File: src/rtl/counter_pkg.sv
// Shared encodings for the up/down/bounce counter.
//   MODE_*  : 2-bit count mode selector values
//   DIR_*   : direction flag values (1 = counting up)
package counter_pkg;

  localparam logic [1:0] MODE_UP   = 2'b00;  // count up, wrap hi -> lo
  localparam logic [1:0] MODE_DN   = 2'b01;  // count down, wrap lo -> hi
  localparam logic [1:0] MODE_BNC  = 2'b10;  // triangle between lo and hi
  localparam logic [1:0] MODE_HOLD = 2'b11;  // freeze

  localparam logic DIR_UP = 1'b1;
  localparam logic DIR_DN = 1'b0;

endpackage

File: src/rtl/count_next_calc.sv
// Combinational step function for updown_bounce_counter.
// Given the current count/direction, mode and bounds, produces the value the
// counter takes on an enabled step.
//   count, dir, mode, lo, hi : current state and configuration
//   next_count, next_dir     : state after one enabled step
//   wrap_evt                 : step is a wrap (00/01) or a reversal (10)
//   out_of_range             : count lies outside [lo, hi]
// Assumes lo < hi whenever the result is used; the top level gates on cfg_err.
module count_next_calc
  import counter_pkg::*;
#(
  parameter int unsigned WIDTH = 3
) (
  input  logic [WIDTH-1:0] count,
  input  logic             dir,
  input  logic [1:0]       mode,
  input  logic [WIDTH-1:0] lo,
  input  logic [WIDTH-1:0] hi,
  output logic [WIDTH-1:0] next_count,
  output logic             next_dir,
  output logic             wrap_evt,
  output logic             out_of_range
);

  logic [WIDTH-1:0] count_inc;
  logic [WIDTH-1:0] count_dec;

  assign count_inc    = count + WIDTH'(1);
  assign count_dec    = count - WIDTH'(1);
  assign out_of_range = (count < lo) || (count > hi);

  always_comb begin
    next_count = count;
    next_dir   = dir;
    wrap_evt   = 1'b0;

    unique case (mode)
      MODE_UP: begin
        next_dir = DIR_UP;
        if (out_of_range) begin
          next_count = lo;
        end else if (count == hi) begin
          next_count = lo;
          wrap_evt   = 1'b1;
        end else begin
          next_count = count_inc;
        end
      end

      MODE_DN: begin
        next_dir = DIR_DN;
        if (out_of_range) begin
          next_count = hi;
        end else if (count == lo) begin
          next_count = hi;
          wrap_evt   = 1'b1;
        end else begin
          next_count = count_dec;
        end
      end

      MODE_BNC: begin
        if (out_of_range) begin
          // Restart the triangle from the bottom, heading up.
          next_count = lo;
          next_dir   = DIR_UP;
        end else if (dir == DIR_UP) begin
          if (count == hi) begin
            // Reverse without dwelling: hi is visited once per period.
            next_count = count_dec;
            next_dir   = DIR_DN;
            wrap_evt   = 1'b1;
          end else begin
            next_count = count_inc;
          end
        end else begin
          if (count == lo) begin
            next_count = count_inc;
            next_dir   = DIR_UP;
            wrap_evt   = 1'b1;
          end else begin
            next_count = count_dec;
          end
        end
      end

      MODE_HOLD: begin
        next_count = count;
        next_dir   = dir;
      end

      default: begin
        next_count = count;
        next_dir   = dir;
      end
    endcase
  end

endmodule

File: src/rtl/updown_bounce_counter.sv
// Run-time bounded counter with up-wrap, down-wrap and bounce modes.
// Ports:
//   clk      : rising-edge clock
//   rst      : asynchronous active-low reset
//   en       : advance one step per cycle
//   mode     : 00 up-wrap, 01 down-wrap, 10 bounce, 11 hold
//   lo, hi   : inclusive bounds (lo < hi required to count)
//   load     : synchronous load of load_val, clamped into [lo, hi]
//   load_val : value to load
//   count    : registered count
//   dir      : registered direction, 1 = up
//   at_hi    : count == hi (combinational)
//   at_lo    : count == lo (combinational)
//   wrap     : registered one-cycle pulse on wrap or reversal
//   cfg_err  : lo >= hi (combinational); freezes the counter
// Priority on each edge: reset > cfg_err > load > en.
// WIDTH is expected in 2..16 and RST_VAL < 2**WIDTH.
module updown_bounce_counter
  import counter_pkg::*;
#(
  parameter int unsigned WIDTH   = 3,
  parameter int unsigned RST_VAL = 0
) (
  input  logic             clk,
  input  logic             rst,
  input  logic             en,
  input  logic [1:0]       mode,
  input  logic [WIDTH-1:0] lo,
  input  logic [WIDTH-1:0] hi,
  input  logic             load,
  input  logic [WIDTH-1:0] load_val,
  output logic [WIDTH-1:0] count,
  output logic             dir,
  output logic             at_hi,
  output logic             at_lo,
  output logic             wrap,
  output logic             cfg_err
);

  logic [WIDTH-1:0] count_q, count_d;
  logic             dir_q, dir_d;
  logic             wrap_q, wrap_d;

  logic [WIDTH-1:0] step_count;
  logic             step_dir;
  logic             step_wrap;
  logic             step_oor;
  logic [WIDTH-1:0] load_clamped;

  count_next_calc #(
    .WIDTH(WIDTH)
  ) u_next (
    .count       (count_q),
    .dir         (dir_q),
    .mode        (mode),
    .lo          (lo),
    .hi          (hi),
    .next_count  (step_count),
    .next_dir    (step_dir),
    .wrap_evt    (step_wrap),
    .out_of_range(step_oor)
  );

  assign cfg_err = (lo >= hi);

  always_comb begin
    if (load_val < lo) begin
      load_clamped = lo;
    end else if (load_val > hi) begin
      load_clamped = hi;
    end else begin
      load_clamped = load_val;
    end
  end

  always_comb begin
    count_d = count_q;
    dir_d   = dir_q;
    wrap_d  = 1'b0;

    if (cfg_err) begin
      // Bounds are unusable: freeze, ignoring load and en.
      count_d = count_q;
      dir_d   = dir_q;
    end else if (load) begin
      count_d = load_clamped;
    end else if (en && (mode != MODE_HOLD)) begin
      count_d = step_count;
      dir_d   = step_dir;
      // Recovery from an out-of-range count is never reported as a wrap.
      wrap_d  = step_wrap && !step_oor;
    end
  end

  always_ff @(posedge clk or negedge rst) begin
    if (!rst) begin
      count_q <= WIDTH'(RST_VAL);
      dir_q   <= DIR_UP;
      wrap_q  <= 1'b0;
    end else begin
      count_q <= count_d;
      dir_q   <= dir_d;
      wrap_q  <= wrap_d;
    end
  end

  assign count = count_q;
  assign dir   = dir_q;
  assign wrap  = wrap_q;
  assign at_hi = (count_q == hi);
  assign at_lo = (count_q == lo);

endmodule

File: config.mk
export PLATFORM = sky130hd
export DESIGN_NAME = updown_bounce_counter
export DESIGN_NICKNAME = d
export VERILOG_FILES = /design/src/rtl/counter_pkg.sv /design/src/rtl/count_next_calc.sv /design/src/rtl/updown_bounce_counter.sv
export SDC_FILE = /design/constraint.sdc
export NUM_CORES = 1
export LEC_CHECK = 0
export ABC_AREA = 1
export ABC_CLOCK_PERIOD_IN_PS = 5000
export BUFFER_PORTS_ARGS = -buffer_cell sky130_fd_sc_hd__buf_2
export CORE_MARGIN = 10
export CORE_UTILIZATION = 51
export DETAILED_ROUTE_END_ITERATION = 10
export PLACE_DENSITY = 0.74
export SLEW_MARGIN = 20
export SYNTH_ARGS = -nofsm -noshare
export SYNTH_HDL_FRONTEND = slang
export SYNTH_HIERARCHICAL = 1
export SYNTH_SLANG_ARGS = --single-unit
File: constraint.sdc
create_clock -name clk -period 5 [get_ports clk]
set_clock_uncertainty 0.15 [all_clocks]
set_input_delay 0.25 -clock clk [delete_from_list [all_inputs] [get_ports clk]]
set_output_delay 0.25 -clock clk [all_outputs]
set_load 0.05 [all_outputs]
==> results_dict.tcl, run 1 <==
set metrics [dict create \
    ant_nets 0 \
    critPathMostFrequentCell "inv_1" \
    crit_slowest_cell "dfrtp_1" \
    drv_slew 0 \
    num_antenna_cells 0 \
    tightest_slew_ns 0.366 \
    synth_largest_area_cell "nand2_1" \
    synth-edff-count 0 \
    synth_area_mm2 0.00128 \
    endpoint_kind "flip-flop" \
    gp_congestion 0.940 \
    dp.cells 261 \
    synthArstFlopShare_pct 100 \
    post_synth.cell_area_avg_um2 6.15 \
    rsz0062_at_grt "false" \
    crit_type "flip-flop to flip-flop" \
    finalNonFillerCells 266 \
    nFillCells 252 \
    ctsRootBufferMaster "clkbuf_4" \
    worstHoldPathType "input port to async pin" \
    clock_latency_ns 0.24 \
    final.min_clock_period_ns 2.32 \
    finalCritPeriodShare_pct 46.3 \
    start_util_pct 52.8 \
    crit_buf_inv 4 \
    required_ns 5.02 \
    synth_cell_types 26 \
    synthTopCellsByArea "nand2_1, ha_1, nand3_1, inv_1, dfrtp_1" \
    r2r_cells 14 \
    cts_tree "built" \
    r2r_setup_slack_ns 2.68 \
    final.setup.tns_ns 0 \
    post_cts_resized 0 \
    path_max_fanout 10 \
    routedWlPerCell_um 11.7 \
    p_leak_nw 0.841 \
    numPortBuffers 22 \
    ys_ff_latch 5 \
    vdd_drop_max_v 0.000251 \
    synth_nets 240 \
    crit_cells 14 \
    drv_cap 0 \
    wl_um 3110 \
    hpwl_um 2640 \
    nets 268 \
    power_mw 0.593 \
    synth_top_cells_by_count "nand2_1, nand3_1, inv_1" \
    powerDensity_mw_per_mm2 403 \
    grt_usage_pct 13.1 \
    path_cells "inv_1 -> ha_1 -> inv_1 -> nor2_2 -> nand2_1 -> o21ai_0 -> inv_1 -> o21ai_0 -> nand2_1 -> nand4_1 -> inv_1 -> nor2_1 -> nor2_1 -> a21oi_2" \
    finalHoldViolCount 0 \
    core_mm2 0.00243 \
    fin_ws_ns 2.68 \
    cts_setup_buffers 0 \
    area_delta_synth_final_pct 14.3 \
    place_ws_ns 2.71 \
    cts_buffers 3 \
    synth_flop_cell "dfrtp_1" \
    drive_gt1_share_pct 23.7 \
    max_freq_mhz 432 \
    vias_per_cell 5.12 \
    first_iter_violations 38 \
    vias 1363 \
    syn_inst 209 \
    die_area_mm2 0.00493 \
    reg2reg_from "count[0]" \
    slew-limit-headroom_pct 75.6 \
    arrival_ns 2.34 \
    die_y_um 70.2 \
    grt_max_degree 11 \
    yosys.area.top_type_share_pct 16.4 \
    firstDrtPassIters 4 \
    cts.sink_count 5 \
    finish.utilization_pct 60.4 \
    cts_max_path_buffers 2 \
    cp_top_family "simple AND/OR/NAND/NOR gates" \
    start_kind "flip-flop" \
    max_stage_delay_ns 0.55 \
    remaining_drc_errors 0 \
    grt_antenna_before_repair 0 \
    htreeDepth 1 \
    yosys_warnings 6 \
    grt_pass1_vias 1359 \
    ioPinCount 23 \
    clkTransAtPathRegs_ns 0.04 \
    synth-seq-area-share_pct 9.83 \
    globalRoute.totalOverflow 0 \
    grt_first_pass_wirelength_um 5740 \
    rows 18 \
    yosys.cell_count.top_type "nand2_1" \
    fp.dieW_um 70.2 \
    setup_viol 0 \
    status "complete, no violations" \
    r2r-end "count[0]" \
]
## power by group
| part | switching, mW | internal (mW) |
|---|---|---|
| Clock | 0.0162 | 0.0302 |
| Combinational | 0.308 | 0.152 |
| Sequential | 0.0323 | 0.0537 |
## how the worst max path moves through the flow
stage / from / endpoint
2_1_floorplan: count[2] / at_hi
3_3_place_gp: count[0] / count[1]
3_5_place_dp: count[0] / count[0]
4_1_cts: count[0] / count[0]
5_1_grt: count[0] / count[1]
6_report: count[0] / count[0]
## layout make-up
cell class	instances	area [um2]	share of cell area [%]
Tap cell	30	37.5	2.56
Clock buffer	4	26.3	1.79
Multi-Input combinational cell	167	1020	69.3
Timing Repair Buffer	23	120	8.18
Sequential cell	5	126	8.60
Inverter	37	141	9.63
## registers in the layout, summed over array words and instances (netlist names)
| signal | count |
|---|---|
| count | 3 |
| dir | 1 |
| wrap | 1 |
## stage by stage
step           cell area [um2]  hold WS [ns]
6_report                  1470         0.197
3_5_place_dp              1430       -0.0809
2_1_floorplan             1280        -0.196
3_3_place_gp              1430       -0.0826
4_1_cts                   1470         0.198
5_1_grt                   1470         0.209
## timing repair
action | in CTS | in global routing
hold buffers | 1 | 0
setup endpoints to repair | 0 | 0
hold endpoints to repair | 5 | 0
## kinds of logic after synthesis
| logic type | share of synthesized area, % |
|---|---|
| flops | 9.84 |
| fa+ha+maj | 15.6 |
| xor+xnor | 4.09 |
| simple gates | 51.0 |
| buf+inv | 11.0 |
| compound gates | 8.47 |
## metal layers
layer	vias to the layer above	part of all wire [%]	global-route usage [%]
met1	603	46	15.8
li1	731	-	-
met5	-	0	0
met4	0	0	3.73
met2	29	50	22.9
met3	0	4.2	2.40
## placed cells by master, fill, tap and decap left out, types with 4 or more instances in the layout
cell type / instances
ha_1: 16
nand2_1: 56
buf_2: 22
nor2_1: 14
nand4_1: 5
dfrtp_1: 4
nand3_1: 33
inv_2: 4
o21ai_0: 4
inv_1: 32
a21oi_2: 6
xor2_1: 6
nand2_2: 8
## worst register-to-register path: cells and delay by family (launching register included)
| family | cells | cell delay [ns] |
|---|---|---|
| AO/OA/AOI/OAI | 3 | 0.36 |
| AND/OR/NAND/NOR | 6 | 0.59 |
| flip-flops | 1 | 0.55 |
| adder cells (fa/ha/maj) | 1 | 0.32 |
| buffers and inverters | 4 | 0.29 |
Note: power is estimated with default switching activity, not from simulation.
==> inputs of run 2 (changes only) <==
--- a/config.mk
+++ b/config.mk
@@ -6,12 +6,12 @@
 export NUM_CORES = 1
 export LEC_CHECK = 0
 export ABC_AREA = 1
-export ABC_CLOCK_PERIOD_IN_PS = 5000
+export ABC_CLOCK_PERIOD_IN_PS = 2000
 export BUFFER_PORTS_ARGS = -buffer_cell sky130_fd_sc_hd__buf_2
 export CORE_MARGIN = 10
 export CORE_UTILIZATION = 51
 export DETAILED_ROUTE_END_ITERATION = 10
-export PLACE_DENSITY = 0.74
+export PLACE_DENSITY = 0.77
 export SLEW_MARGIN = 20
 export SYNTH_ARGS = -nofsm -noshare
 export SYNTH_HDL_FRONTEND = slang
==> constraint.sdc (replaced) <==
create_clock -name clk -period 2 [get_ports clk]
set_clock_uncertainty 0.15 [all_clocks]
set_input_delay 0.1 -clock clk [delete_from_list [all_inputs] [get_ports clk]]
set_output_delay 0.1 -clock clk [all_outputs]
set_load 0.05 [all_outputs]
==> run 2 against run 1 <==
Effect of this change: the flow now finishes with violations (setup timing); critical endpoint is now count[2]; critical path type unchanged; global-route usage grew 2.2 points; die area did not move; first-iteration DRC count is 63% higher; sequential power rose by 130%.
==> results_dict.tcl, run 2 (synthesized netlist as in run 1, its figures left out) <==
set metrics [dict create \
    grt_pass1_vias 1486 \
    die_area_mm2 0.00493 \
    first_iter_violations 62 \
    finalNonFillerCells 293 \
    finalHoldViolCount 0 \
    max_freq_mhz 480 \
    clock_latency_ns 0.26 \
    final.min_clock_period_ns 2.08 \
    mostFrequentLayoutCell "nand2_1" \
    numPortBuffers 22 \
    failed_checks "setup timing" \
    hpwl_um 3110 \
    nets 295 \
    clkTransAtPathRegs_ns 0.05 \
    critPathMostFrequentCell "nand2_1" \
    drv_slew 0 \
    cts_max_path_buffers 2 \
    gp_congestion 0.914 \
    cts_tree "built" \
    powerDensity_mw_per_mm2 1080 \
    path_cells "ha_4 -> nand3b_1 -> nand2_4 -> nand3_2 -> nand2_1 -> nand2_1 -> nand2_1 -> nand4_1 -> inv_1 -> nor2_1 -> nor2_1 -> a21oi_2" \
    drv_cap 0 \
    drive_gt1_share_pct 37.6 \
    cts.sink_count 5 \
    vias 1506 \
    grt_usage_pct 15.3 \
    arrival_ns 2.08 \
    crit_type "flip-flop to flip-flop" \
    grt_first_pass_wirelength_um 6470 \
    vdd_drop_max_v 0.000889 \
    slew-limit-headroom_pct 76.1 \
    setup_viol 3 \
    ioPinCount 23 \
    rsz0062_at_grt "true" \
    core_mm2 0.00243 \
    grt_max_degree 10 \
    whs_ns 0.0466 \
    wl_met2_um 1970 \
    rows 18 \
    worstHoldPathType "input port to async pin" \
    wl_met1_um 1570 \
    firstDrtPassIters 4 \
    seq_area_um2 135 \
    finalCritPeriodShare_pct 104 \
    start_kind "flip-flop" \
    area_delta_synth_final_pct 39.6 \
    wl_met3_um 183 \
    die_y_um 70.2 \
    fp.dieW_um 70.2 \
    ctsRootBufferMaster "clkbuf_4" \
    ant_nets 0 \
    wl_um 3800 \
    cts_buffers 3 \
    status "finished with violations" \
    final_cell_mix "nand2_1, inv_1, nand3_1, buf_4, buf_2" \
    nFillCells 202 \
    place_ws_ns -0.150 \
    endpoint_kind "flip-flop" \
    htreeDepth 1 \
    vias_per_cell 5.14 \
    path_max_fanout 6 \
    routedWlPerCell_um 13.0 \
    fin_ws_ns -0.0819 \
    remaining_drc_errors 0 \
    dp.cells 284 \
    grt_antenna_before_repair 0 \
    multiInputGateArea_mm2 0.00114 \
    power_mw 1.93 \
    num_antenna_cells 0 \
    tightest_slew_ns 0.357 \
    p_leak_nw 0.999 \
    globalRoute.totalOverflow 0 \
    max_stage_delay_ns 0.51 \
    stdcell_area_mm2 0.00179 \
    largest_reg_flops 3 \
    crit_slowest_cell "dfrtp_4" \
    required_ns 2.00 \
    placed_area_mm2 0.00164 \
    top_layer "met4" \
    start_util_pct 52.8 \
]
run 2: cell count changes in the layout (fill, tap and decap cells not counted), sizes merged:
cell / delta
nand2: +2
buf: +25
run 2: per-stage QoR:
step,util [%],setup TNS [ns]
3_5_place_dp,67.3,-0.393
5_1_grt,73.8,-0.502
2_1_floorplan,-,-0.305
4_1_cts,71.0,-0.111
6_report,73.8,-0.197
3_3_place_gp,67.3,-0.234
run 2: path summary, 6_finish.rpt:
path                           from       end  slack (ns)  cells past startpoint
min in group clk                 en       dir        0.09                      5
hold reg to reg                 dir       dir        0.39                      2
setup / recovery           count[2]  count[2]       -0.08                     12
hold / removal                  rst  count[2]        0.05                      2
max in group asynchronous       rst       dir        1.44                      2
setup reg to reg           count[2]  count[2]       -0.08                     12
run 2: metal layers:
metal	track usage, %	vias up
met5	0	-
met4	5.04	0
met3	2.68	6
met2	27.9	35
met1	17.3	671
li1	-	794
run 2: power breakdown:
group	internal (mW)	total (mW)	switching, mW
registers	0.146	0.196	0.0501
clock network	0.0761	0.128	0.0520
logic	0.629	1.61	0.981
run 2: timing repair:
action	CTS	global route
endpoints found under the setup margin	4	4
cloned	1	1
gates resized for setup	10	12
buffers inserted	0	2
endpoints found under the hold margin	5	0
pin swaps	5	12
hold buffers	1	0
run 2: layout make-up:
type                    instances  area share (%)
multi-input cells             169            63.3
repair buffers                 48            17.6
inverters                      37            8.02
flip-flops and latches          5            7.53
well taps                      30            2.09
clock buffers                   4            1.46
run 2: critical path, delay by kind of cell, from the launching register on:
family	cells	cell delay, ns
compound gates	1	0.06
buf+inv	1	0.07
simple gates	9	0.86
fa+ha+maj	1	0.31
flops	1	0.51
==> inputs of run 3 (changes only) <==
--- a/config.mk
+++ b/config.mk
@@ -11,7 +11,7 @@
 export CORE_MARGIN = 10
 export CORE_UTILIZATION = 51
 export DETAILED_ROUTE_END_ITERATION = 10
-export PLACE_DENSITY = 0.77
+export PLACE_DENSITY = 0.8
 export SLEW_MARGIN = 20
 export SYNTH_ARGS = -nofsm -noshare
 export SYNTH_HDL_FRONTEND = slang
==> run 3 against run 2 <==
Effect of this change: the flow still finishes with violations (setup timing); first-iteration DRC count rose by 24%; register-to-register slack is essentially flat; sequential cell count did not move; total power decreased by 3.3%; sequential share of layout area up 0.14 points; critical endpoint is now count[0]; largest power group unchanged.
==> results_dict.tcl, run 3 (synthesized netlist as in run 1, its figures left out) <==
set metrics [dict create \
    status "finished with violations" \
    failed_checks "setup timing" \
    mostFrequentLayoutCell "nand2_1" \
    vias 1521 \
    grt_antenna_before_repair 0 \
    reg2reg_from "count[2]" \
    p_leak_nw 0.980 \
    r2r_cells 11 \
    clock_latency_ns 0.24 \
    endpoint_kind "flip-flop" \
    r2r_setup_slack_ns -0.09 \
    vias_per_cell 5.17 \
    ctsRootBufferMaster "clkbuf_4" \
    final.min_clock_period_ns 2.09 \
    die_area_mm2 0.00493 \
    cts.sink_count 5 \
    globalRoute.totalOverflow 0 \
    slew-limit-headroom_pct 77.3 \
    nets 296 \
    tightest_slew_ns 0.340 \
    crit_slowest_cell "dfrtp_4" \
    max_freq_mhz 479 \
    die_y_um 70.2 \
    routedWlPerCell_um 13.0 \
    path_max_fanout 9 \
    start_kind "flip-flop" \
    wl_um 3820 \
    clkTransAtPathRegs_ns 0.04 \
    final_cell_mix "nand2_1, nand3_1, inv_1, buf_4, buf_2" \
    cts_max_path_buffers 2 \
    place_ws_ns -0.194 \
    gp_congestion 0.934 \
    max_stage_delay_ns 0.51 \
    drv_slew 0 \
    vdd_drop_max_v 0.000651 \
    firstDrtPassIters 4 \
    grt_usage_pct 15.7 \
    numPortBuffers 22 \
    hpwl_um 3120 \
    crit_type "flip-flop to flip-flop" \
    r2r-end "count[0]" \
    rsz0062_at_grt "true" \
    drv_cap 0 \
    final.setup.tns_ns -0.245 \
    cts_buffers 3 \
    cts_tree "built" \
    drive_gt1_share_pct 36.4 \
    critPathMostFrequentCell "nor2_1" \
    powerDensity_mw_per_mm2 1060 \
    htreeDepth 1 \
    arrival_ns 2.10 \
    path_cells "ha_4 -> nand3b_1 -> nand2_4 -> nand2_8 -> o21ai_2 -> nand2_1 -> nand4_1 -> inv_1 -> nor2_1 -> nor2_1 -> a21oi_2" \
    remaining_drc_errors 0 \
    ant_nets 0 \
    rows 18 \
    start_util_pct 52.8 \
    grt_max_degree 10 \
    area_delta_synth_final_pct 37.1 \
    worstHoldPathType "input port to async pin" \
    fin_ws_ns -0.0866 \
    fp.dieW_um 70.2 \
    largest_reg_flops 3 \
    finalCritPeriodShare_pct 104 \
    num_antenna_cells 0 \
    core_mm2 0.00243 \
    required_ns 2.01 \
    finish.utilization_pct 72.4 \
    power_mw 1.87 \
    grt_pass1_vias 1567 \
    grt_first_pass_wirelength_um 6780 \
    finalHoldViolCount 0 \
    finalNonFillerCells 294 \
    setup_viol 3 \
    dp.cells 281 \
    first_iter_violations 77 \
    ioPinCount 23 \
]
run 3: cell types whose count changed in the layout (fill, tap and decap cells not counted), moves of 2 or more:
cell,previous run,this run
nand2_4,7,3
nand3_1,31,33
nand2_2,6,8
nor2_1,11,13
nand3_2,4,2
buf_4,23,25
run 3: per-layer routing:
layer	vias up	global-route usage, %	routed length (um)	part of all wire (%)
met4	0	6.36	87	2.3
met2	46	29.5	1910	50
met3	10	2.26	206	5.4
met1	675	16.8	1610	42
li1	790	-	-	-
met5	-	0	0	0
run 3: worst max-delay path by stage:
stage | startpoint | end | slack (ns) | depth (start not counted)
CTS | count[2] | count[0] | -0.04 | 15
detailed placement | count[2] | count[0] | -0.19 | 12
global route | count[2] | count[0] | -0.22 | 11
floorplan | count[2] | count[1] | -0.11 | 11
global placement | count[2] | count[0] | -0.11 | 13
finish | count[2] | count[0] | -0.09 | 11
run 3: metrics by stage:
stage | hold slack [ns] | instance area [um2]
6_report | 0.0796 | 1760
4_1_cts | 0.0487 | 1750
3_3_place_gp | -0.230 | 1610
3_5_place_dp | -0.229 | 1610
5_1_grt | 0.0816 | 1760
2_1_floorplan | -0.346 | 1320
run 3: where the power goes:
part / total (mW) / internal [mW] / leakage [nW] / switching, mW
sequential: 0.191 / 0.146 / 0.0558 / 0.0449
clock: 0.113 / 0.0752 / 0.0150 / 0.0381
combinational: 1.57 / 0.631 / 0.909 / 0.936
run 3: cell type report:
class,instances,area (um2)
inverters,37,141
repair buffers,50,330
multi-input cells,168,1090
well taps,30,37.5
clock buffers,4,26.3
fillers,216,671
flip-flops and latches,5,135
run 3: what timing repair did:
item	4_1_cts	5_1_grt
hold buffers	1	0
endpoints found under the hold margin	5	0
gates resized for setup	10	3
pin swaps	10	4
buffers inserted	6	1
gates cloned	1	0
endpoints found under the setup margin	5	5
run 3: worst max-delay path: cells and delay by family (launching register included):
kind                     cells  cell delay, ns
adder cells (fa/ha/maj)      1            0.31
flip-flops                   1            0.51
AND/OR/NAND/NOR              7            0.74
AO/OA/AOI/OAI                2            0.27
buffers and inverters        1            0.04
